[config.mk]
export PLATFORM = sky130hd
export DESIGN_NAME = prio_encoder_rr
export DESIGN_NICKNAME = d
export VERILOG_FILES = /design/src/rtl/enc_pkg.sv /design/src/rtl/prio_find.sv /design/src/rtl/prio_encoder_rr.sv
export SDC_FILE = /design/constraint.sdc
export NUM_CORES = 1
export LEC_CHECK = 0
export ABC_AREA = 1
export BUFFER_PORTS_ARGS = -buffer_cell sky130_fd_sc_hd__buf_2
export CAP_MARGIN = 20
export CORE_ASPECT_RATIO = 0.9
export CORE_MARGIN = 2
export CORE_UTILIZATION = 48
export CTS_CLUSTER_SIZE = 14
export DETAILED_ROUTE_END_ITERATION = 16
export HOLD_SLACK_MARGIN = 0.1
export PLACE_DENSITY = 0.72
export SLEW_MARGIN = 25
export SYNTH_ARGS = -nofsm -noshare
export SYNTH_HDL_FRONTEND = slang
export SYNTH_SLANG_ARGS = --single-unit
[constraint.sdc]
create_clock -name clk -period 3.4 [get_ports clk]
set_input_delay 0.85 -clock clk [delete_from_list [all_inputs] [get_ports clk]]
set_output_delay 0.85 -clock clk [all_outputs]
set_load 0.05 [all_outputs]
[src/rtl/enc_pkg.sv]
// Shared constants and helpers for the priority-encoder family.
// Mode encodings are shared by the top level and any software model.
package enc_pkg;

    localparam logic MODE_FIXED = 1'b0;
    localparam logic MODE_RR    = 1'b1;

    // Index width for an n-wide request vector; never narrower than one bit.
    function automatic int idx_width(input int n);
        return (n < 2) ? 1 : $clog2(n);
    endfunction

endpackage

[src/rtl/prio_find.sv]
// Combinational first-set-bit search that starts at an arbitrary position and wraps.
// The vector is rotated by start, the lowest set bit is found, and the index is un-rotated.
module prio_find
    import enc_pkg::*;
#(
    parameter int N = 8,
    parameter int W = idx_width(N)
) (
    input  logic [N-1:0] vec,
    input  logic [W-1:0] start,
    output logic [W-1:0] idx,
    output logic         found
);

    localparam logic [W:0] N_W = (W+1)'(N);

    // Modulo-N add; both operands are < N so one conditional subtract suffices.
    function automatic logic [W-1:0] wrap_add(input logic [W-1:0] a, input logic [W-1:0] b);
        logic [W:0] s;
        s = {1'b0, a} + {1'b0, b};
        if (s >= N_W) begin
            s = s - N_W;
        end
        return s[W-1:0];
    endfunction

    logic [N-1:0] w_rot;
    logic [W-1:0] w_first;

    always_comb begin
        w_rot = '0;
        for (int i = 0; i < N; i++) begin
            w_rot[i] = vec[wrap_add(W'(i), start)];
        end
        w_first = '0;
        for (int i = N - 1; i >= 0; i--) begin
            if (w_rot[i]) begin
                w_first = W'(i);
            end
        end
    end

    assign found = |w_rot;
    assign idx   = found ? wrap_add(w_first, start) : '0;

endmodule

[src/rtl/prio_encoder_rr.sv]
// Request-vector encoder with a one-beat registered valid/ready output stage,
// fixed-priority or round-robin resolution, and zero/multi-hot/popcount flags.
module prio_encoder_rr
    import enc_pkg::*;
#(
    parameter  int N_IN  = 8,
    localparam int IDX_W = idx_width(N_IN)
) (
    input  logic             clk,
    input  logic             rst_n,
    input  logic             mode,
    input  logic             in_valid,
    output logic             in_ready,
    input  logic [N_IN-1:0]  req_vec,
    output logic             out_valid,
    input  logic             out_ready,
    output logic [IDX_W-1:0] out_idx,
    output logic             out_any,
    output logic             out_multi,
    output logic [IDX_W:0]   out_count
);

    if (N_IN < 2) begin : g_bad_width
        $error("prio_encoder_rr: N_IN must be >= 2");
    end

    localparam logic [IDX_W-1:0] LAST_IDX = IDX_W'(N_IN - 1);

    logic             r_out_valid;
    logic [IDX_W-1:0] r_out_idx;
    logic             r_out_any;
    logic             r_out_multi;
    logic [IDX_W:0]   r_out_count;
    logic [IDX_W-1:0] r_rr_ptr;

    logic [N_IN-1:0]  w_rev;
    logic [N_IN-1:0]  w_search;
    logic [IDX_W-1:0] w_start;
    logic [IDX_W-1:0] w_found_idx;
    logic             w_found;
    logic [IDX_W-1:0] w_idx;
    logic [IDX_W:0]   w_count;
    logic             w_multi;
    logic [IDX_W-1:0] w_ptr_next;
    logic             w_capture;

    // Fixed priority searches the bit-reversed vector from 0, so the lowest hit
    // there is the highest set bit of req_vec.
    always_comb begin
        w_rev = '0;
        for (int i = 0; i < N_IN; i++) begin
            w_rev[i] = req_vec[N_IN-1-i];
        end
        w_search = (mode == MODE_RR) ? req_vec : w_rev;
        w_start  = (mode == MODE_RR) ? r_rr_ptr : '0;
    end

    prio_find #(
        .N (N_IN),
        .W (IDX_W)
    ) u_find (
        .vec   (w_search),
        .start (w_start),
        .idx   (w_found_idx),
        .found (w_found)
    );

    always_comb begin
        w_idx = '0;
        if (w_found) begin
            w_idx = (mode == MODE_RR) ? w_found_idx : (LAST_IDX - w_found_idx);
        end
    end

    always_comb begin
        w_count = '0;
        for (int i = 0; i < N_IN; i++) begin
            w_count = w_count + (IDX_W+1)'(req_vec[i]);
        end
        w_multi = (w_count > (IDX_W+1)'(1));
    end

    // Explicit wrap keeps the pointer in range for non-power-of-2 widths.
    assign w_ptr_next = (w_idx == LAST_IDX) ? '0 : (w_idx + IDX_W'(1));

    assign in_ready  = !r_out_valid || out_ready;
    assign w_capture = in_valid && in_ready;

    always_ff @(posedge clk or negedge rst_n) begin
        if (!rst_n) begin
            r_out_valid <= 1'b0;
            r_out_idx   <= '0;
            r_out_any   <= 1'b0;
            r_out_multi <= 1'b0;
            r_out_count <= '0;
            r_rr_ptr    <= '0;
        end else begin
            if (w_capture) begin
                r_out_valid <= 1'b1;
                r_out_idx   <= w_idx;
                r_out_any   <= w_found;
                r_out_multi <= w_multi;
                r_out_count <= w_count;
            end else if (out_ready) begin
                r_out_valid <= 1'b0;
            end
            if (w_capture && w_found) begin
                r_rr_ptr <= w_ptr_next;
            end
        end
    end

    assign out_valid = r_out_valid;
    assign out_idx   = r_out_idx;
    assign out_any   = r_out_any;
    assign out_multi = r_out_multi;
    assign out_count = r_out_count;

endmodule

==> flow_metrics.tcl, run 1 <==
set metrics [dict create \
    outcome "complete, but fails checks" \
    violations "setup timing" \
    grt_pass1_vias 1522 \
    synthXorXnorAreaFrac_pct 2.681 \
    rrSetupSlack_ns 0.16 \
    clk_latency_ns 0.24 \
    htree_levels 1 \
    cap_violations 0 \
    hpwl_um 2996 \
    first_pass_iters 4 \
    worstReg2RegStart "r_rr_ptr[1]" \
    synthesis.area_um2 1587 \
    rsz0062_at_grt "yes" \
    start_util_pct 50.94 \
    diodes 0 \
    cts_inserted_buffers 3 \
    finalSetupViolations 2 \
    critPathBufInv 5 \
    syn_nets 251 \
    vias 1594 \
    io_buffers 23 \
    holdBufCountCts 0 \
    nFillCells 262 \
    fin_skew_ns 0.0008813 \
    fp.coreArea_um2 3114 \
    clk_pin_slew_ns 0.06 \
    drt-vias-per-instance 4.890 \
    power.leakage_uw 0.001204 \
    async_reset_ff_share_pct 100.0 \
    worstReg2RegEnd "r_rr_ptr[2]" \
    routabilityCongestion 0.8416 \
    grt_pass1_wl_um 6534 \
    fin_crit_ns 3.476 \
    ys.flop_type "dfrtp_1" \
    wl_per_cell_um 11.33 \
    synth.area.mux_share_pct 0 \
    r2r_cells 22 \
    grt_max_degree 14 \
    io_pins 24 \
    synth.top_cells.by_area "dfrtp_1 (21%), nand2_1 (19%), nand3_1 (9.8%)" \
    max_stage_delay_ns 0.46 \
    worst_setup_path_start_kind "input pin" \
    slew_headroom_pct 74.15 \
    tightest_slew_ns 0.3868 \
    drc 0 \
    syn_inst 226 \
    crit_chain "buf_8 -> buf_12 -> nand2_8 -> ha_4 -> inv_2 -> nand4_1 -> nand2_1 -> nand2_1 -> nand2_2 -> inv_2 -> nand2_1 -> nand2_1 -> nand2_1 -> nand2_1 -> a21oi_2 -> ha_2 -> inv_2 -> fa_1 -> or2_4 -> a21oi_4 -> ha_4 -> ha_4 -> nand3_2 -> nand2_1" \
    drive_gt1_share_pct 41.90 \
    die_w_um 64.60 \
    synth_common_cells "nand2_1 (82), nand3_1 (31), inv_1 (27)" \
    synth_top_area_share_pct 20.50 \
    die_area_um2 3782 \
    cp-end-kind "flop" \
    cpMostUsedCell "nand2_1" \
    synth_enable_flop_cells 0 \
    cp_top_family "adder cells" \
    finalPower_uw 1832 \
    critPathKind "input pin to flop" \
    synth_compound_gate_area_share_pct 4.495 \
    power_density_nw_per_um2 857.4 \
    synth.distinct_cells 32 \
    synthAdderAreaFrac_pct 11.83 \
    fmax_ghz 0.2877 \
    hold_viol 0 \
    synth.largest_area_cell "dfrtp_1" \
    vdd_ir_drop_max_mv 0.5935 \
    crit_arrival_ns 3.61 \
    hp-class "input pin to async pin" \
    path_max_fanout 5 \
    cts_tree "done" \
    track_usage_pct 21.50 \
    fin_ws_ns -0.07639 \
    period_share_pct 102.2 \
    finish.instance_area_um2 2137 \
    cts_buffer_depth 2 \
    die_h_um 58.54 \
    syn_area_per_cell_um2 7.020 \
    yosysWarnings 0 \
    drtIter0Drc 119 \
    num_rows 19 \
    crit_slowest_cell "fa_1" \
    yosysSeqAreaShare_pct 20.50 \
    cts-root-buf "clkbuf_8" \
    synth_most_common_cell "nand2_1" \
    ys_ff_latch 13 \
    detailed_place.area_um2 1997 \
    drt-total-wl_um 3693 \
    ant_nets 0 \
    slew_violations 0 \
    crit_required_ns 3.53 \
    synth_top_family_by_area "simple AND/OR/NAND/NOR gates" \
    antenna_found_initial 0 \
    clock-sinks 13 \
    synthSimpleGateAreaFrac_pct 49.21 \
    final_nets 310 \
    area_growth_syn_to_layout_pct 34.70 \
    grt_overflow 0 \
]
[cells by family (layout without fill, tap and decap cells)]
logic type | Yosys count | count (layout)
AOI/OAI and AO/OA | 8 | 8
xor gates and xnor gates | 4 | 4
adders and majority gates | 12 | 12
buffers and inverters | 40 | 98
DFF | 13 | 13
and+or+nand+nor | 149 | 149
[placed cells by master, fill, tap and decap left out, types with 3 or more instances in the layout]
cell / netlist / final
buf_2: 1 / 22
buf_4: 0 / 35
clkbuf_8: 0 / 3
dfrtp_1: 13 / 13
fa_1: 5 / 4
ha_4: 0 / 3
inv_1: 27 / 24
inv_2: 6 / 10
nand2_1: 82 / 80
nand2_2: 6 / 8
nand2_4: 5 / 4
nand3_1: 31 / 30
nand3_2: 13 / 14
nor2_2: 2 / 3
[how the worst max path moves through the flow]
stage | endpoint | slack [ns] | start | cells past startpoint
floorplan | r_rr_ptr[2] | -0.16 | mode | 23
global placement | r_rr_ptr[2] | -0.35 | mode | 24
detailed placement | r_rr_ptr[2] | -0.43 | mode | 24
CTS | r_rr_ptr[2] | -0.13 | mode | 24
global route | r_rr_ptr[2] | -0.21 | mode | 24
finish | r_rr_ptr[2] | -0.08 | mode | 24
[registers in the layout (all words and copies together), names as in the netlist]
signal,flops
out_count,4
out_idx,3
r_rr_ptr,3
out_any,1
out_multi,1
out_valid,1
[metal layers]
layer | global-route usage [%] | routed length (um)
met4 | 4.863 | 27
met5 | 0 | 0
met3 | 1.147 | 79
met1 | 29.81 | 1744
met2 | 37.50 | 1842
[cell type report]
type,instances,area [um^2],share of cell area (%)
clock buffers,3,41.29,1.932
clock inverters,1,5.005,0.2342
repair buffers,59,407.9,19.09
flip-flops and latches,13,325.3,15.22
multi-input cells,173,1174,54.92
well taps,42,52.55,2.459
inverters,35,131.4,6.148
[power breakdown]
part	internal [uW]	switching (uW)	leakage [uW]
Sequential	213	46.6	0.000158
Combinational	617	817	0.00102
Clock	81.0	57.3	0.0000255
Total	911	921	0.00120
[per-stage QoR]
| step | worst slack, ns | util, % | setup TNS (ns) | instances | hold slack [ns] |
|---|---|---|---|---|---|
| 6_report | -0.07639 | 68.62 | -0.1139 | 326 | 0.4757 |
| 2_1_floorplan | -0.1644 | - | -0.3150 | 226 | 0.5110 |
| 4_1_cts | -0.1255 | 67.50 | -0.2624 | 326 | 0.4802 |
| 3_5_place_dp | -0.4318 | 64.12 | -1.580 | 319 | 0.4660 |
| 5_1_grt | -0.2078 | 68.62 | -0.5690 | 326 | 0.4950 |
| 3_3_place_gp | -0.3474 | 64.12 | -1.248 | 319 | 0.4603 |
[what timing repair did]
action,in CTS,in global routing
setup endpoints to repair,3,7
setup buffers,3,0
pin swaps,15,7
gates resized for setup,10,9
Note: power is estimated with default switching activity, not from simulation.
==> run 2: changes to the inputs <==
Settings changed: ABC_AREA 1 to unset.
==> run 2 against run 1 <==
Net effect: the run still ends with setup timing left; clock skew is 0.0024 ns higher; worst hold slack worse by 0.040 ns; total power increased by 10%; first-iteration DRC count increased by 15%; register-to-register slack worse by 0.63 ns; via count is 3.3% higher; flip-flop and latch count did not move; combinational power up 15%; largest cell class unchanged.
==> flow_metrics.tcl, run 2 <==
set metrics [dict create \
    htree_levels 1 \
    hpwl_um 3647 \
    critPathKind "input pin to flop" \
    finish.instance_area_um2 2256 \
    grt_max_degree 16 \
    syn_nets 195 \
    whs_ns 0.4356 \
    largest_register_ffs 4 \
    clock-sinks 13 \
    crit_required_ns 3.57 \
    vias 1646 \
    cts_buffer_depth 2 \
    period_share_pct 116.5 \
    io_buffers 23 \
    grt_pass1_wl_um 8176 \
    vdd_ir_drop_max_mv 0.7468 \
    ys_ff_latch 13 \
    drc 0 \
    yosysWarnings 0 \
    nFillCells 224 \
    io_pins 24 \
    area_growth_syn_to_layout_pct 48.15 \
    syn_inst 170 \
    worstReg2RegStart "r_rr_ptr[0]" \
    synth.distinct_cells 51 \
    die_area_um2 3639 \
    hold_viol 0 \
    grt_overflow 0 \
    cts-root-buf "clkbuf_4" \
    tightest_slew_ns 0.4518 \
    routabilityCongestion 0.9120 \
    clk_latency_ns 0.28 \
    ys.flop_type "dfrtp_1" \
    rrSetupSlack_ns -0.47 \
    cts_inserted_buffers 3 \
    start_util_pct 50.04 \
    syn_area_per_cell_um2 8.957 \
    drt-vias-per-instance 5.715 \
    drtIter0Drc 137 \
    die_w_um 63.37 \
    worst_setup_path_start_kind "input pin" \
    final_common_cell "buf_4" \
    rsz0062_at_grt "yes" \
    antenna_found_initial 0 \
    hp-class "input pin to async pin" \
    wl_per_cell_um 16.66 \
    r2r_cells 15 \
    clk_pin_slew_ns 0.08 \
    ant_nets 0 \
    finalSetupViolations 6 \
    fin_ws_ns -0.5614 \
    worstReg2RegEnd "r_rr_ptr[2]" \
    synth_top_area_share_pct 21.36 \
    slew_headroom_pct 69.81 \
    cp-end-kind "flop" \
    drt-total-wl_um 4798 \
    drive_gt1_share_pct 49.19 \
    yosysSeqAreaShare_pct 21.36 \
    num_rows 19 \
    violations "setup timing" \
    die_h_um 57.43 \
    cap_violations 0 \
    synth_enable_flop_cells 0 \
    final_cell_mix "buf_4 (55), buf_2 (19), dfrtp_1 (13), nor2_1 (12)" \
    grt_pass1_vias 1733 \
    fin_skew_ns 0.003309 \
    synth.top_cells.by_area "dfrtp_1 (21%), fa_1 (6.6%), mux4_2 (5.9%)" \
    cts_tree "done" \
    fin_crit_ns 3.961 \
    diodes 0 \
    synthesis.area_um2 1523 \
    fin_util_pct 74.14 \
    slew_violations 0 \
    synth_common_cells "dfrtp_1 (13), inv_1 (13), nor2_1 (12)" \
    detailed_place.area_um2 2101 \
    track_usage_pct 28.64 \
    synth.largest_area_cell "dfrtp_1" \
    power.leakage_uw 0.001055 \
    crit_arrival_ns 4.13 \
    path_max_fanout 4 \
    outcome "complete, but fails checks" \
    power_density_nw_per_um2 897.4 \
    first_pass_iters 4 \
    async_reset_ff_share_pct 100.0 \
    final_nets 272 \
    fp.coreArea_um2 3043 \
    fmax_ghz 0.2524 \
]
==> run 2: area by class of cell <==
| type | instances | area (um^2) | area share, % |
|---|---|---|---|
| timing repair buffer | 81 | 595.6 | 26.40 |
| clock buffer | 4 | 26.28 | 1.165 |
| tap | 42 | 52.55 | 2.329 |
| inverter | 14 | 52.55 | 2.329 |
| sequential | 13 | 325.3 | 14.42 |
| multi-input combinational | 134 | 1204 | 53.36 |
==> run 2: logic make-up (layout without fill, tap and decap cells) <==
family | after synthesis | in the layout | share of synthesized area, %
AND/OR/NAND/NOR | 51 | 51 | 17.91
AO/OA/AOI/OAI | 46 | 46 | 21.20
buffers and inverters | 23 | 99 | 6.573
multiplexers | 19 | 19 | 17.17
flip-flops | 13 | 13 | 21.36
adder cells (fa/ha/maj) | 12 | 12 | 12.33
XOR/XNOR | 6 | 6 | 3.452
==> run 2: what timing repair did <==
item                       in CTS  in global routing
buffers inserted                6                  1
hold buffers                    0                  0
gates cloned                    0                  0
resized for setup              25                  4
setup endpoints to repair       8                  9
pin swaps                      17                 15
==> run 2: power breakdown <==
part | total (uW) | switching [uW] | internal, uW | leakage, uW
Sequential | 279 | 64.1 | 215 | 0.000152
Clock | 96.5 | 50.9 | 45.6 | 0.0000150
Combinational | 1650 | 833 | 816 | 0.000887
Total | 2020 | 948 | 1080 | 0.00105
==> run 2: worst max path at each step <==
| stage | startpoint | endpoint | slack (ns) | cells after the start |
|---|---|---|---|---|
| final | req_vec[3] | r_rr_ptr[2] | -0.56 | 15 |
| after global routing | req_vec[3] | r_rr_ptr[2] | -0.63 | 17 |
| after CTS | req_vec[3] | r_rr_ptr[2] | -0.46 | 15 |
| after detailed placement | req_vec[3] | r_rr_ptr[2] | -0.82 | 15 |
| after global placement | req_vec[3] | r_rr_ptr[2] | -0.68 | 15 |
| after floorplan | req_vec[3] | r_rr_ptr[2] | -0.47 | 14 |
==> run 2: stage by stage <==
stage	total power (uW)	worst slack [ns]	std cells	setup TNS, ns
2_1_floorplan	1182	-0.4700	170	-1.152
3_3_place_gp	1664	-0.6850	282	-3.439
3_5_place_dp	1742	-0.8250	282	-4.473
4_1_cts	1963	-0.4641	287	-1.675
5_1_grt	2147	-0.6318	288	-2.395
6_report	2024	-0.5614	288	-1.767
==> run 2: metal layers <==
layer	wire, um	GRT usage (%)	up-vias
met5	0	0	-
met4	27	4.969	0
met3	172	2.959	3
met2	2527	52.63	50
met1	2070	37.17	815
li1	-	-	778
==> run 2: critical path, stage by stage <==
cell and delay (ns):
buf_6 0.09, mux4_2 0.50, nor2b_1 0.15, a221o_1 0.33
o32ai_2 0.29, a211oi_2 0.06, o22ai_1 0.18, ha_2 0.21
inv_2 0.04, fa_2 0.56, xnor2_2 0.14, nor2_1 0.07
ha_2 0.20, ha_4 0.21, mux2_4 0.25
